[src/rtl/riscv_pipe_pkg.sv]
// Shared types and constants for the RISC-V pipeline memory stage.
package riscv_pipe_pkg;

  typedef enum logic [1:0] {
    IDLE = 2'd0,
    REQ  = 2'd1,
    RESP = 2'd2
  } mem_state_t;

  localparam logic [1:0] WB_ALU = 2'd0;
  localparam logic [1:0] WB_MEM = 2'd1;
  localparam logic [1:0] WB_PC  = 2'd2;

  localparam int TIMEOUT_DEFAULT = 64;
  localparam int XLEN            = 32;

endpackage

[src/rtl/mem_wb_pipe_reg.sv]
// MEM/WB pipeline register: loads on completion, otherwise inserts a bubble.
module mem_wb_pipe_reg
  import riscv_pipe_pkg::*;
(
  input  logic            clk,
  input  logic            reset,
  input  logic            i_load,
  input  logic            i_ld_load,
  input  logic            i_rf_en,
  input  logic            i_err,
  input  logic [1:0]      i_wb_sel,
  input  logic [4:0]      i_rd,
  input  logic [XLEN-1:0] i_alu_res,
  input  logic [XLEN-1:0] i_next_pc,
  input  logic [XLEN-1:0] i_ld_data,
  output logic            o_valid,
  output logic            o_rf_en,
  output logic            o_err,
  output logic [1:0]      o_wb_sel,
  output logic [4:0]      o_rd,
  output logic [XLEN-1:0] o_alu_res,
  output logic [XLEN-1:0] o_next_pc,
  output logic [XLEN-1:0] o_ld_data
);

  logic            r_valid;
  logic            r_rf_en;
  logic            r_err;
  logic [1:0]      r_wb_sel;
  logic [4:0]      r_rd;
  logic [XLEN-1:0] r_alu_res;
  logic [XLEN-1:0] r_next_pc;
  logic [XLEN-1:0] r_ld_data;

  // Payload fields hold during bubbles; only valid and err drop.
  always_ff @(posedge clk or posedge reset) begin
    if (reset) begin
      r_valid   <= 1'b0;
      r_rf_en   <= 1'b0;
      r_err     <= 1'b0;
      r_wb_sel  <= '0;
      r_rd      <= '0;
      r_alu_res <= '0;
      r_next_pc <= '0;
      r_ld_data <= '0;
    end else begin
      r_valid <= i_load;
      r_err   <= i_load & i_err;
      if (i_load) begin
        r_rf_en   <= i_rf_en;
        r_wb_sel  <= i_wb_sel;
        r_rd      <= i_rd;
        r_alu_res <= i_alu_res;
        r_next_pc <= i_next_pc;
      end
      if (i_ld_load) begin
        r_ld_data <= i_ld_data;
      end
    end
  end

  assign o_valid   = r_valid;
  assign o_rf_en   = r_rf_en & r_valid;
  assign o_err     = r_err;
  assign o_wb_sel  = r_wb_sel;
  assign o_rd      = r_rd;
  assign o_alu_res = r_alu_res;
  assign o_next_pc = r_next_pc;
  assign o_ld_data = r_ld_data;

endmodule

[src/rtl/mem_stage_ctrl.sv]
// Memory-stage controller: data-memory handshake, front-end stall, MEM/WB register.
// Optional MEM_STAGE_ALIGN_CHECK_EN rejects misaligned word accesses without a request.
module mem_stage_ctrl
  import riscv_pipe_pkg::*;
#(
  parameter int TIMEOUT = TIMEOUT_DEFAULT
) (
  input  logic        clk,
  input  logic        reset,
  input  logic        valid_mem_i,
  input  logic        rf_en_mem_i,
  input  logic [1:0]  wb_sel_mem_i,
  input  logic        mem_wr_mem_i,
  input  logic        is_lw_mem_i,
  input  logic [4:0]  rd_mem_i,
  input  logic [31:0] alu_res_mem_i,
  input  logic [31:0] next_seq_pc_mem_i,
  input  logic [31:0] r_data_p2_mem_i,
  output logic        dmem_req_o,
  output logic        dmem_we_o,
  output logic [31:0] dmem_addr_o,
  output logic [31:0] dmem_wdata_o,
  input  logic        dmem_gnt_i,
  input  logic        dmem_rvalid_i,
  input  logic [31:0] dmem_rdata_i,
  output logic        stall_mem_o,
  output logic        valid_wb_o,
  output logic        rf_en_wb_o,
  output logic [1:0]  wb_sel_wb_o,
  output logic [4:0]  rd_wb_o,
  output logic [31:0] alu_res_wb_o,
  output logic [31:0] next_seq_pc_wb_o,
  output logic [31:0] ld_data_wb_o,
  output logic        err_o
);

  localparam int CNT_W = $clog2(TIMEOUT + 1);

  mem_state_t       r_state;
  mem_state_t       w_state_nxt;
  logic [CNT_W-1:0] r_cnt;

  logic w_mem_op;
  logic w_misalign;
  logic w_timeout;
  logic w_req;
  logic w_complete;
  logic w_abort;
  logic w_ld_cap;

  assign w_mem_op  = valid_mem_i & (is_lw_mem_i | mem_wr_mem_i);
  assign w_timeout = (r_cnt == CNT_W'(TIMEOUT));

`ifdef MEM_STAGE_ALIGN_CHECK_EN
  assign w_misalign = |alu_res_mem_i[1:0];
`else
  assign w_misalign = 1'b0;
`endif

  always_ff @(posedge clk or posedge reset) begin
    if (reset) begin
      r_state <= IDLE;
      r_cnt   <= '0;
    end else begin
      r_state <= w_state_nxt;
      if (r_state == IDLE) begin
        r_cnt <= '0;
      end else begin
        r_cnt <= r_cnt + 1'b1;
      end
    end
  end

  // A timed-out wait takes priority over a late grant or response.
  always_comb begin
    w_state_nxt = r_state;
    w_req       = 1'b0;
    w_complete  = 1'b0;
    w_abort     = 1'b0;
    w_ld_cap    = 1'b0;
    case (r_state)
      IDLE: begin
        if (w_mem_op) begin
          if (w_misalign) begin
            w_complete = 1'b1;
            w_abort    = 1'b1;
          end else begin
            w_req = 1'b1;
            if (!dmem_gnt_i) begin
              w_state_nxt = REQ;
            end else if (mem_wr_mem_i) begin
              w_complete = 1'b1;
            end else begin
              w_state_nxt = RESP;
            end
          end
        end else if (valid_mem_i) begin
          w_complete = 1'b1;
        end
      end
      REQ: begin
        w_req = 1'b1;
        if (w_timeout) begin
          w_complete  = 1'b1;
          w_abort     = 1'b1;
          w_state_nxt = IDLE;
        end else if (dmem_gnt_i) begin
          if (mem_wr_mem_i) begin
            w_complete  = 1'b1;
            w_state_nxt = IDLE;
          end else begin
            w_state_nxt = RESP;
          end
        end
      end
      RESP: begin
        if (w_timeout) begin
          w_complete  = 1'b1;
          w_abort     = 1'b1;
          w_state_nxt = IDLE;
        end else if (dmem_rvalid_i) begin
          w_complete  = 1'b1;
          w_ld_cap    = 1'b1;
          w_state_nxt = IDLE;
        end
      end
      default: begin
        w_state_nxt = IDLE;
      end
    endcase
  end

  assign dmem_req_o   = w_req & ~reset;
  assign dmem_we_o    = mem_wr_mem_i;
  assign dmem_addr_o  = alu_res_mem_i;
  assign dmem_wdata_o = r_data_p2_mem_i;
  assign stall_mem_o  = w_mem_op & ~w_complete & ~reset;

  mem_wb_pipe_reg u_mem_wb (
    .clk       (clk),
    .reset     (reset),
    .i_load    (w_complete),
    .i_ld_load (w_ld_cap),
    .i_rf_en   (rf_en_mem_i & ~w_abort),
    .i_err     (w_abort),
    .i_wb_sel  (wb_sel_mem_i),
    .i_rd      (rd_mem_i),
    .i_alu_res (alu_res_mem_i),
    .i_next_pc (next_seq_pc_mem_i),
    .i_ld_data (dmem_rdata_i),
    .o_valid   (valid_wb_o),
    .o_rf_en   (rf_en_wb_o),
    .o_err     (err_o),
    .o_wb_sel  (wb_sel_wb_o),
    .o_rd      (rd_wb_o),
    .o_alu_res (alu_res_wb_o),
    .o_next_pc (next_seq_pc_wb_o),
    .o_ld_data (ld_data_wb_o)
  );

endmodule
[config.mk]
export PLATFORM = sky130hd
export DESIGN_NAME = mem_stage_ctrl
export DESIGN_NICKNAME = d
export VERILOG_FILES = /design/src/rtl/riscv_pipe_pkg.sv /design/src/rtl/mem_wb_pipe_reg.sv /design/src/rtl/mem_stage_ctrl.sv
export SDC_FILE = /design/constraint.sdc
export NUM_CORES = 1
export LEC_CHECK = 0
export ABC_AREA = 1
export CORE_MARGIN = 5
export CORE_UTILIZATION = 35
export DETAILED_ROUTE_END_ITERATION = 10
export PLACE_DENSITY = 0.74
export SYNTH_ARGS = -nofsm -noshare
export SYNTH_HDL_FRONTEND = slang
export SYNTH_SLANG_ARGS = --single-unit
[constraint.sdc]
create_clock -name clk -period 3.9 [get_ports clk]
set_clock_uncertainty 0.1 [all_clocks]
set_input_delay 0.39 -clock clk [delete_from_list [all_inputs] [get_ports clk]]
set_output_delay 0.39 -clock clk [all_outputs]
set_load 0.01 [all_outputs]
Word level (Yosys, flattened, before mapping):

Cells that the tools add are included.

* add/sub/neg operators: 1
* equal/unequal tests: 7
* mux-type cells: 24
* bitwise operators: 11
* reduce and logical (&&, ||, !) cells: 3

Operator list (count)
* 2-to-1 mux 2 bit: 8
* 2-to-1 mux 1 bit: 12
* != test 3 bit, second input constant: 3
* adder 7 x 1 -> 7 bit, second input constant: 1
* AND 1 bit: 7
* equality test 7 bit, second input constant: 1
* 2-to-1 mux 7 bit: 1
* one-hot mux 2 bit (3 select lines): 1
* AND reduction 4 bit: 1
* NOT 1 bit: 3
* one-hot mux 1 bit (3 select lines): 1
* equality test 2 x 1 -> 1 bit, second input constant: 1
* equality test 2 bit, second input constant: 1
* logical NOT 2 bit: 1
* != test 2 bit, second input constant: 1
* one-hot mux 1 bit (2 select lines): 1
* OR reduction 2 bit: 1
* bitwise OR 1 bit: 1

* register bits after elaboration: 115
* word-level logic and storage cells: 56

Longest topological paths before layout:

Gate-level depths: netlist of run 1.

* depth in word-level cells: 7
* depth in mapped cells: 13

By module:

A second synthesis of run 1 with hierarchy kept.

* cells, all modules: 601
* area total of the unflattened synthesis: 5159.9 um^2

By module, submodules not included
* mem_wb_pipe_reg: times used 1, cells an instance 447, area each 4038.9 um^2, sequential area each 2652.5 um^2
* mem_stage_ctrl: times used 1, cells an instance 154, area each 1121.1 um^2, sequential area each 225.2 um^2

Worst setup path before layout of run 1:

No wires, ideal clock.

* kind: flip-flop to output port
* from: register r_state[0]
* to: output stall_mem_o
* data arrival time: 1.452 ns
* required time: 3.410 ns
* setup slack: 1.958 ns
* stages on the path, launching flop included: 12
* buffers on the path: 2
* path through: dfrtp_1 -> inv_1 -> ha_1 -> buf_2 -> nand2_1 -> inv_1 -> nand2_1 -> nand2_1 -> nand2_4 -> nand2_2 -> buf_2 -> nor2_1

* cells in the longest elaborated chain, start to end: 5
* elaborated cells on any way between the ends: 7
* those cells by class: eq/ne (2); mux (1); bitwise (3); reduce/logical (1)

RTL lines
* start, declared: RTL line mem_stage_ctrl.sv:39 `mem_state_t r_state;`
* start signal, assigned: RTL line mem_stage_ctrl.sv:65 `r_state <= w_state_nxt;`
* equality test 2 bit (tied with other cells): RTL line mem_stage_ctrl.sv:81 `case (r_state)`
* one-hot mux 1 bit (3 select lines) *: RTL line mem_stage_ctrl.sv:81
* via u_mem_wb.i_load: RTL line mem_wb_pipe_reg.sv:7 `input logic i_load,`
* NOT 1 bit *: RTL line mem_stage_ctrl.sv:137 `assign stall_mem_o = w_mem_op & ~w_complete & ~reset;`
* AND 1 bit * (2 in series): RTL line mem_stage_ctrl.sv:137
* end, declared: RTL line mem_stage_ctrl.sv:26 `output logic stall_mem_o,`

Mark *: on every way through the listed nets, which the timed path passes. The rest lies on a longest branch.

Final worst setup path of run 1:

* from: register r_state[0]
* to: output stall_mem_o

* cells in the longest elaborated chain, start to end: 5
* elaborated cells on any way between the ends: 7
* those cells by class: eq/ne (2); mux (1); bitwise (3); reduce/logical (1)

RTL lines (RTL line)
* equality test 2 bit (tied with other cells): mem_stage_ctrl.sv:81
* one-hot mux 1 bit (3 select lines) *: mem_stage_ctrl.sv:81
* NOT 1 bit *: mem_stage_ctrl.sv:137
* AND 1 bit * (2 in series): mem_stage_ctrl.sv:137

Mark *: on every way between the ends. The rest lies on a longest branch, timed or not.

==> flow_summary_export.csv, run 1 <==
group,metric,value,unit
synth,post-synth-top-area-fraction,54.57,%
synth,syn_area,0.005274,sq mm
clock_network,clk_pin_slew,0.05,ns
setup_path,crit_top_cell,"nand2_1",
hold_path,min_path_type,"reg -> reg",
setup_path,ff2ff_setup_slack,1.47,ns
synth,ys_ff_latch,115,
synth,yosysTopAreaCell,"dfrtp_1",
routing,first_iter_violations,172,
die,initial_utilization,36.01,%
hold_path,min_delay_path_depth,2,
setup_path,cp_slowest_cell,"clkdlybuf4s50_1",
hold_path,min_from,"u_mem_wb.o_ld_data[7]$_DFFE_PP0P_",
layout,nets,933,
sta,worst_slew_pin_slew,1.004,ns
grt,grt_start_max_net_pins,74,
die,rows,44,
clock_network,cts_htree_levels,4,
place,placed_cell_area,0.007385,sq mm
layout,stdcell_area,0.008010,sq mm
synth,avgSynthCellArea,8.731,sq um
setup_path,r2r_start,"r_cnt[0]$_DFF_PP0_",
clock_network,post_cts_buffers,0,
sta,slew_violations,0,
routing,ant_nets,0,
grt,grtUsageMet3,7.479,%
die,die_x,132.8,microns
synth,yosysMostFrequentCell,"nand2_1",
power_and_ir_drop,power.leakage,3.870,nW
grt,grt_pass1_vias,4445,
sta,fmax,367.0,MHz
layout,diodes,0,
power_and_ir_drop,peakVddDrop,0.0003441,V
synth,synth_cells,604,
synth,synth_top_flop_cell,"dfrtp_1",
routing,wl_per_cell,14.75,microns
power_and_ir_drop,powerDensity,794.2,mW/mm^2
synth,netlist_top_cells_area,"dfrtp_1, nand2_1, buf_4",
die,ioPinCount,316,
synth,post_synth_num_cell_types,22,
setup_path,r2r-end,"u_mem_wb.o_ld_data[12]$_DFFE_PP0P_",
run_status,status,"completed",
power_and_ir_drop,p_total,6.362,mW
layout,fin_util,54.70,%
sta,hold_viol,0,
setup_path,endpoint_kind,"output port",
setup_path,cp.required,3.41,ns
sta,period_minus_slack,2.725,ns
grt,met1_usage,19.28,%
layout,instances_no_fill,980,
die,core,0.01464,sq mm
clock_network,post_cts_resized,0,
routing,first_pass_iters,5,
place,placed_cells,949,
synth,ys_seq_area_share,54.57,%
clock_network,cts_buffers,17,
synth,yosys_warnings,0,
setup_path,cp_data_arrival_time,2.24,ns
synth,synth_edf_count,0,
routing,vias,4461,
place,routabilityCongestion,0.8161,
sta,maxSlewHeadroom,32.99,%
place,dp_hpwl,10.28,mm
grt,busiest_layer,"met2",
routing,drc,0,
place,post-place-ws,1.357,ns
die,die_h,132.8,microns
sta,setup_tns,0,ns
job,drv_cap,0,
setup_path,critPathMaxStageDelay,0.54,ns
place,port_buffers,251,
setup_path,path_cells,"inv_1 > ha_1 > nand2_1 > inv_1 > nand2_1 > nand2_1 > nand2_4 > nand2_2 > nor2_1 > clkdlybuf4s50_1",
sta,rsz0062_at_grt,"false",
clock_network,cts-hold-fix-buffers,0,
setup_path,worstRegToRegCells,7,
clock_network,cts_sinks,115,
setup_path,path_max_fanout,8,
sta,fin_crit_sh,69.87,%
hold_path,min_to,"u_mem_wb.o_ld_data[7]$_DFFE_PP0P_",
grt,grtUsageTotal,16.42,%
layout,areaGrowthSynthToFinish,51.89,%
clock_network,root_buffer,"clkbuf_16",
setup_path,critPathKind,"reg -> out",
sta,hold_ws,0.3794,ns
synth,synthTopCellsByCount,"nand2_1, dfrtp_1, nand3_1",
synth,ys_async_sr_fraction,100.0,%
sta,setup_viol,0,
sta,timing.final.ws_setup,1.175,ns
routing,wirelength,14.45,mm
die,design.die.area,0.01762,sq mm
routing,via_per_inst,4.552,
clock_network,clk_latency,0.40,ns
layout,drive_above_1_share,5.151,%
grt,grt_pass1_wl,23.18,mm
clock_network,clockBufferDepth,2,
grt,grt_remaining_overflow,0,
grt,use_met2,26.43,%
grt,antenna_found_initial,0,
clock_network,cts_tree,"done",
synth,synth_nets,753,
setup_path,start_kind,"register",
==> cell families (layout without fill, tap and decap cells) <==
family	after synthesis	count (layout)	synth area share, %
AOI/OAI and AO/OA	45	45	4.389
xor gates and xnor gates	1	1	0.1661
adders and majority gates	6	6	1.423
buffers and inverters	148	340	16.51
DFF	115	115	54.57
and+or+nand+nor	289	289	22.94
==> layout by cell type, fill, tap and decap left out, drive strengths merged <==
cell	n
clkinv	4
a21oi	1
o21a	1
clkdlybuf4s50	251
o22ai	1
nor2	13
bufinv	4
xor2	1
ha	6
or2	2
o21ai	41
nand2	194
dfrtp	115
nor3b	1
buf	5
nand3	77
clkbuf	21
a21boi	1
nand4	2
inv	53
clkinvlp	2
==> where the power goes <==
group          internal (mW)  switching [mW]
Clock                   1.11           0.519
Combinational           1.38            1.30
Sequential              1.75           0.303
Total                   4.24            2.13
==> area by class of cell <==
type                    instances  area (sq um)
inverters                      53         201.4
clock inverters                10         155.1
multi-input cells             341          1525
flip-flops and latches        115          2878
clock buffers                  21         470.5
repair buffers                256          2550
well taps                     184         230.2
fillers                      1321          6634
==> per-layer routing <==
metal,wire length (microns),share of wire (%),up-vias
met5,0,0,-
met4,242,1.7,0
met3,1480,10,19
met2,6694,46,212
met1,6034,42,2046
li1,-,-,2184
==> flip-flops by register name, summed over array words and instances, names as in the netlist <==
name and flops:
u_mem_wb.o_wb_sel 2, u_mem_wb.o_err 1, u_mem_wb.o_next_pc 32, u_mem_wb.o_rd 5
r_state 2, u_mem_wb.r_rf_en 1, u_mem_wb.o_alu_res 32, u_mem_wb.o_ld_data 32
r_cnt 7, u_mem_wb.o_valid 1
==> worst max-delay path: cells and delay by family (launching register included) <==
| kind | cells | cell delay [ns] |
|---|---|---|
| buffers and inverters | 3 | 0.66 |
| and+or+nand+nor | 6 | 0.48 |
| DFF | 1 | 0.40 |
| adders and majority gates | 1 | 0.31 |
==> worst max-delay path by stage <==
| stage | startpoint | endpoint | slack (ns) | cells after the start |
|---|---|---|---|---|
| finish | r_state[0]$_DFFE_PP0P_ | stall_mem_o | 1.17 | 10 |
| global route | r_state[0]$_DFFE_PP0P_ | stall_mem_o | 1.05 | 10 |
| CTS | r_state[0]$_DFFE_PP0P_ | stall_mem_o | 1.15 | 10 |
| detailed placement | mem_wr_mem_i | dmem_req_o | 1.36 | 5 |
| global placement | mem_wr_mem_i | dmem_req_o | 1.36 | 5 |
| floorplan | reset | r_cnt[0]$_DFF_PP0_ | 0.37 | 1 |
No activity file was read; power rests on OpenSTA's default activity.
==> run 2, diff against run 1 <==
--- a/config.mk
+++ b/config.mk
@@ -7,9 +7,9 @@
 export LEC_CHECK = 0
 export ABC_AREA = 1
 export CORE_MARGIN = 5
-export CORE_UTILIZATION = 35
+export CORE_UTILIZATION = 34
 export DETAILED_ROUTE_END_ITERATION = 10
-export PLACE_DENSITY = 0.74
+export PLACE_DENSITY = 0.75
 export SYNTH_ARGS = -nofsm -noshare
 export SYNTH_HDL_FRONTEND = slang
 export SYNTH_SLANG_ARGS = --single-unit
==> constraint.sdc (replaced) <==
create_clock -name clk -period 2.2 [get_ports clk]
set_clock_uncertainty 0.1 [all_clocks]
set_input_delay 0.22 -clock clk [delete_from_list [all_inputs] [get_ports clk]]
set_output_delay 0.22 -clock clk [all_outputs]
set_load 0.01 [all_outputs]
==> run 2 against run 1 <==
  * Clock power rose by 71%
  * Sequential cell count did not move
  * Power rose by 78%
  * Sequential power rose by 77%
  * Die area rose by 2.7%
  * Combinational power rose by 84%
  * Via count did not move
  * Utilization fell by 1.2 points
  * Critical endpoint unchanged
  * Largest cell class unchanged
==> flow_summary_export.csv, run 2 (synthesis gave the netlist of run 1 again) <==
group,metric,value,unit
setup_path,cp_slowest_cell,"dfrtp_1",
setup_path,endpoint_kind,"output port",
grt,grt_remaining_overflow,0,
die,core,0.01520,sq mm
clock_network,cts_htree_levels,4,
power_and_ir_drop,seqPwrFrac,31.9,%
die,ioPinCount,316,
routing,wirelength,14.50,mm
setup_path,ff2ff_setup_slack,0.28,ns
routing,ant_nets,0,
power_and_ir_drop,powerDensity,1392,mW/mm^2
routing,first_iter_violations,200,
setup_path,path_cells,"inv_2 > ha_2 > nand2_1 > nand3_1 > nand2_1 > nand2_4 > nand2_2 > nor2_1 > clkbuf_2",
job,drv_cap,0,
hold_path,min_path_type,"in -> reg",
grt,grt_pass1_wl,22.98,mm
setup_path,path_max_fanout,3,
clock_network,cts_sinks,115,
routing,first_pass_iters,4,
setup_path,critPathLaunch,"r_state[0]$_DFFE_PP0P_",
clock_network,cts_tree,"done",
sta,maxSlewHeadroom,66.96,%
setup_path,crit_path_end,"stall_mem_o",
power_and_ir_drop,pwr-share-comb,43.4,%
sta,hold_ws,0.2472,ns
setup_path,critPathKind,"reg -> out",
setup_path,r2r-end,"u_mem_wb.o_alu_res[11]$_DFFE_PP0P_",
place,port_buffers,251,
power_and_ir_drop,peakVddDrop,0.0007346,V
place,placed_cells,960,
layout,drive_above_1_share,6.815,%
sta,worst_slew_pin_slew,0.4956,ns
power_and_ir_drop,power.leakage,3.936,nW
clock_network,clockBufferDepth,2,
grt,antenna_found_initial,0,
sta,rsz0062_at_grt,"false",
run_status,status,"completed",
hold_path,min_delay_path_depth,3,
layout,layout_common_cells,"clkdlybuf4s50_1, nand2_1, dfrtp_1",
place,dp_hpwl,10.41,mm
grt,grt_pass1_vias,4527,
layout,nets,943,
die,initial_utilization,34.69,%
layout,areaGrowthSynthToFinish,54.35,%
sta,setup_viol,0,
grt,grtUsageTotal,16.15,%
routing,via_per_inst,4.483,
setup_path,critPathMaxStageDelay,0.38,ns
power_and_ir_drop,p_sw,3.791,mW
power_and_ir_drop,pwr-share-clk,24.6,%
sta,slew_violations,0,
setup_path,cp_data_arrival_time,1.70,ns
routing,drc,0,
layout,diodes,0,
sta,fin_crit_sh,91.65,%
layout,instances_no_fill,995,
place,routabilityCongestion,0.8066,
sta,fmax,495.9,MHz
setup_path,crit_top_cell,"nand2_1",
sta,period_minus_slack,2.016,ns
grt,grt_start_max_net_pins,78,
die,rows,45,
die,die_x,134.5,microns
clock_network,clk_pin_slew,0.05,ns
routing,vias,4461,
clock_network,root_buffer,"clkbuf_16",
power_and_ir_drop,power.share.switching,33.46,%
layout,stdcell_area,0.008140,sq mm
sta,setup_tns,0,ns
clock_network,cts_buffers,17,
clock_network,clk_latency,0.40,ns
place,placed_cell_area,0.007506,sq mm
routing,wl_per_cell,14.58,microns
layout,final_common_cell,"clkdlybuf4s50_1",
setup_path,cp.required,1.88,ns
setup_path,r2r_start,"r_state[1]$_DFFE_PP0P_",
power_and_ir_drop,p_int,7.538,mW
setup_path,start_kind,"register",
die,design.die.area,0.01810,sq mm
die,die_h,134.5,microns
sta,hold_viol,0,
setup_path,worstRegToRegCells,10,
layout,fin_util,53.55,%
-- run 2: power by group through the flow --
stage / sequential (mW) / combinational [mW] / clock, mW
2_1_floorplan: 4.05 / 1.97 / 0
3_3_place_gp: 3.61 / 4.91 / 0
3_5_place_dp: 3.65 / 4.97 / 0
4_1_cts: 3.63 / 5.01 / 2.86
5_1_grt: 3.78 / 5.43 / 2.95
6_report: 3.62 / 4.92 / 2.79
-- run 2: worst min-delay path by stage --
stage	start	end	slack (ns)
6_report	rd_mem_i[2]	u_mem_wb.o_rd[2]$_DFFE_PP0P_	0.25
5_1_grt	next_seq_pc_mem_i[21]	u_mem_wb.o_next_pc[21]$_DFFE_PP0P_	0.23
4_1_cts	rd_mem_i[1]	u_mem_wb.o_rd[1]$_DFFE_PP0P_	0.22
3_5_place_dp	r_data_p2_mem_i[0]	dmem_wdata_o[0]	0.34
3_3_place_gp	r_data_p2_mem_i[0]	dmem_wdata_o[0]	0.34
2_1_floorplan	alu_res_mem_i[0]	u_mem_wb.o_alu_res[0]$_DFFE_PP0P_	0.23
-- run 2: what timing repair did --
action	4_1_cts	5_1_grt
setup buffers	3	0
endpoints found under the hold margin	0	0
hold buffers	0	0
gates resized for setup	3	5
pin swaps	1	1
endpoints found under the setup margin	2	1
-- run 2: layer usage --
layer	vias to the layer above	global-route usage [%]	share of wire [%]
met3	23	7.154	11
met2	185	26.56	47
met5	-	0	0
li1	2210	-	-
met1	2043	18.80	41
met4	0	5.713	1.6
-- run 2: per-stage QoR --
step           setup WS, ns  total power, mW
2_1_floorplan        0.4283            6.014
3_3_place_gp      0.0006142            8.525
3_5_place_dp       -0.02746            8.617
4_1_cts             0.01715            11.51
5_1_grt             0.02732            12.16
6_report             0.1836            11.33
-- run 2: worst max-delay path: cells and delay by family (launching register included) --
family                     cells  cell delay [ns]
and+or+nand+nor                6             0.47
buffers and inverters          2             0.23
adders and majority gates      1             0.21
DFF                            1             0.38
-- run 2: cell type report --
type	count	area, sq um
sequential	115	2878
clock buffer	22	474.2
multi-input combinational	341	1540
tap	188	235.2
timing repair buffer	266	2680
clock inverter	10	130.1
fill	1399	7062
inverter	53	202.7
==> run 3, diff against run 2 <==
--- a/config.mk
+++ b/config.mk
@@ -7,9 +7,10 @@
 export LEC_CHECK = 0
 export ABC_AREA = 1
 export CORE_MARGIN = 5
-export CORE_UTILIZATION = 34
+export CORE_UTILIZATION = 35
+export CTS_BUF_LIST = sky130_fd_sc_hd__clkbuf_8
 export DETAILED_ROUTE_END_ITERATION = 10
-export PLACE_DENSITY = 0.75
+export PLACE_DENSITY = 0.77
 export SYNTH_ARGS = -nofsm -noshare
 export SYNTH_HDL_FRONTEND = slang
 export SYNTH_SLANG_ARGS = --single-unit
==> run 3 against run 2 <==
  * Sequential cell count is the same
  * Sequential share of layout area grew 1.0 points
  * Cell count shrank 0.90%
  * Critical path type unchanged
==> flow_summary_export.csv, run 3 (synthesis gave the netlist of run 1 again) <==
group,metric,value,unit
run_status,status,"completed",
die,ioPinCount,316,
setup_path,cp.required,1.88,ns
power_and_ir_drop,p_sw,3.739,mW
routing,first_pass_iters,4,
setup_path,critPathKind,"reg -> out",
power_and_ir_drop,power.share.switching,35.45,%
place,post-place-ws,0.001385,ns
layout,areaGrowthSynthToFinish,50.11,%
clock_network,cts_buffers,17,
grt,grt_start_max_net_pins,74,
routing,vias,4472,
grt,grt_pass1_vias,4587,
place,port_buffers,251,
layout,layout_common_cells,"clkdlybuf4s50_1, nand2_1, dfrtp_1",
grt,antenna_found_initial,0,
sta,fin_crit_sh,95.33,%
sta,fmax,476.8,MHz
setup_path,path_max_fanout,7,
sta,hold_viol,0,
die,rows,44,
routing,drc,0,
routing,via_per_inst,4.535,
setup_path,critPathMaxStageDelay,0.40,ns
setup_path,start_kind,"register",
power_and_ir_drop,power.leakage,3.830,nW
power_and_ir_drop,pwr-share-clk,19.0,%
setup_path,path_cells,"inv_1 > ha_4 > buf_4 > inv_1 > o22ai_1 > dlygate4sd2_1",
clock_network,cts-hold-fix-buffers,0,
clock_network,cts_htree_levels,4,
sta,setup_viol,0,
die,core,0.01464,sq mm
power_and_ir_drop,pwr-share-comb,46.8,%
setup_path,cp_data_arrival_time,1.78,ns
clock_network,cts_sinks,115,
grt,grtUsageTotal,17.09,%
sta,worst_slew_pin_slew,0.3633,ns
job,drv_cap,0,
place,dp_hpwl,10.94,mm
routing,wl_per_cell,15.31,microns
place,placed_cell_area,0.007476,sq mm
clock_network,clk_latency,0.43,ns
setup_path,endpoint_kind,"output port",
grt,grt_remaining_overflow,0,
sta,slew_violations,0,
layout,stdcell_area,0.007916,sq mm
sta,timing.final.ws_setup,0.1027,ns
die,die_h,132.8,microns
clock_network,clk_pin_slew,0.07,ns
setup_path,worstRegToRegCells,10,
routing,ant_nets,0,
routing,wirelength,15.10,mm
sta,maxSlewHeadroom,75.78,%
hold_path,min_path_type,"in -> async",
clock_network,root_buffer,"clkbuf_8",
setup_path,crit_top_cell,"inv_1",
power_and_ir_drop,peakVddDrop,0.0007076,V
place,routabilityCongestion,0.8029,
sta,period_minus_slack,2.097,ns
grt,grt_pass1_wl,23.85,mm
die,die_x,132.8,microns
routing,first_iter_violations,170,
layout,nets,939,
power_and_ir_drop,p_int,6.807,mW
die,initial_utilization,36.01,%
layout,final_common_cell,"clkdlybuf4s50_1",
power_and_ir_drop,seqPwrFrac,34.2,%
die,design.die.area,0.01762,sq mm
layout,drive_above_1_share,6.234,%
setup_path,cp_slowest_cell,"dfrtp_1",
clock_network,clockBufferDepth,2,
clock_network,cts_tree,"done",
layout,diodes,0,
power_and_ir_drop,powerDensity,1332,mW/mm^2
[run 3: cell count changes in the layout (fill, tap and decap cells not counted)]
cell / previous run / this run
clkinv_2: 5 / 4
buf_4: 10 / 5
dlygate4sd2_1: 2 / 1
clkbuf_16: 17 / 0
clkbuf_1: 2 / 0
clkdlybuf4s50_1: 248 / 249
clkinvlp_4: 3 / 4
buf_12: 5 / 6
inv_1: 51 / 53
clkbuf_8: 3 / 19
[run 3: cell type report]
cell class | count | area [sq um]
clock inverters | 12 | 140.1
well taps | 184 | 230.2
multi-input cells | 341 | 1540
flip-flops and latches | 115 | 2878
repair buffers | 262 | 2664
inverters | 53 | 202.7
fillers | 1337 | 6728
clock buffers | 19 | 261.5
[run 3: final timing paths]
check / startpoint / endpoint / slack (ns)
worst max-delay path: r_state[1]$_DFFE_PP0P_ / dmem_req_o / 0.10
worst max register to register: r_state[1]$_DFFE_PP0P_ / u_mem_wb.o_alu_res[16]$_DFFE_PP0P_ / 0.26
max in group asynchronous: reset / u_mem_wb.o_alu_res[16]$_DFFE_PP0P_ / 1.48
worst min-delay path: reset / u_mem_wb.o_alu_res[13]$_DFFE_PP0P_ / 0.18
min in group clk: rd_mem_i[3] / u_mem_wb.o_rd[3]$_DFFE_PP0P_ / 0.22
worst min register to register: u_mem_wb.o_ld_data[8]$_DFFE_PP0P_ / u_mem_wb.o_ld_data[8]$_DFFE_PP0P_ / 0.38
[run 3: power by group through the flow]
stage	clock [mW]	sequential (mW)	combinational, mW
2_1_floorplan	0	4.05	1.97
3_3_place_gp	0	3.61	4.85
3_5_place_dp	0	3.64	4.95
4_1_cts	2.07	3.61	4.98
5_1_grt	2.15	3.72	5.45
6_report	2.00	3.60	4.94
[run 3: what timing repair did]
| action | in CTS | in global routing |
|---|---|---|
| setup buffers | 2 | 2 |
| cloned | 0 | 0 |
| resized for setup | 2 | 5 |
| pin swaps | 1 | 1 |
| endpoints found under the setup margin | 2 | 2 |
[run 3: routing by layer]
layer,vias up,track usage (%),part of all wire (%)
li1,2195,-,-
met1,2051,19.34,41
met2,210,28.50,47
met3,16,7.745,10
met4,0,6.236,1.5
met5,-,0,0
[run 3: metrics by stage]
stage                     util (%)  hold slack (ns)  instances  total power, mW  TNS (ns)
after floorplan                  -           0.2296        604            6.014         0
after global placement       51.05           0.3401        951            8.454         0
after detailed placement     51.05           0.3401        951            8.598         0
after CTS                    53.88           0.1652        984            10.66  -0.08079
after global routing         54.06           0.2033        986            11.33  -0.01092
final                        54.06           0.1819        986            10.55         0
[run 3: critical path, delay by kind of cell, from the launching register on]
kind	cells	cell delay [ns]
adders and majority gates	1	0.15
buffers and inverters	4	0.68
DFF	1	0.40
AOI/OAI and AO/OA	1	0.13
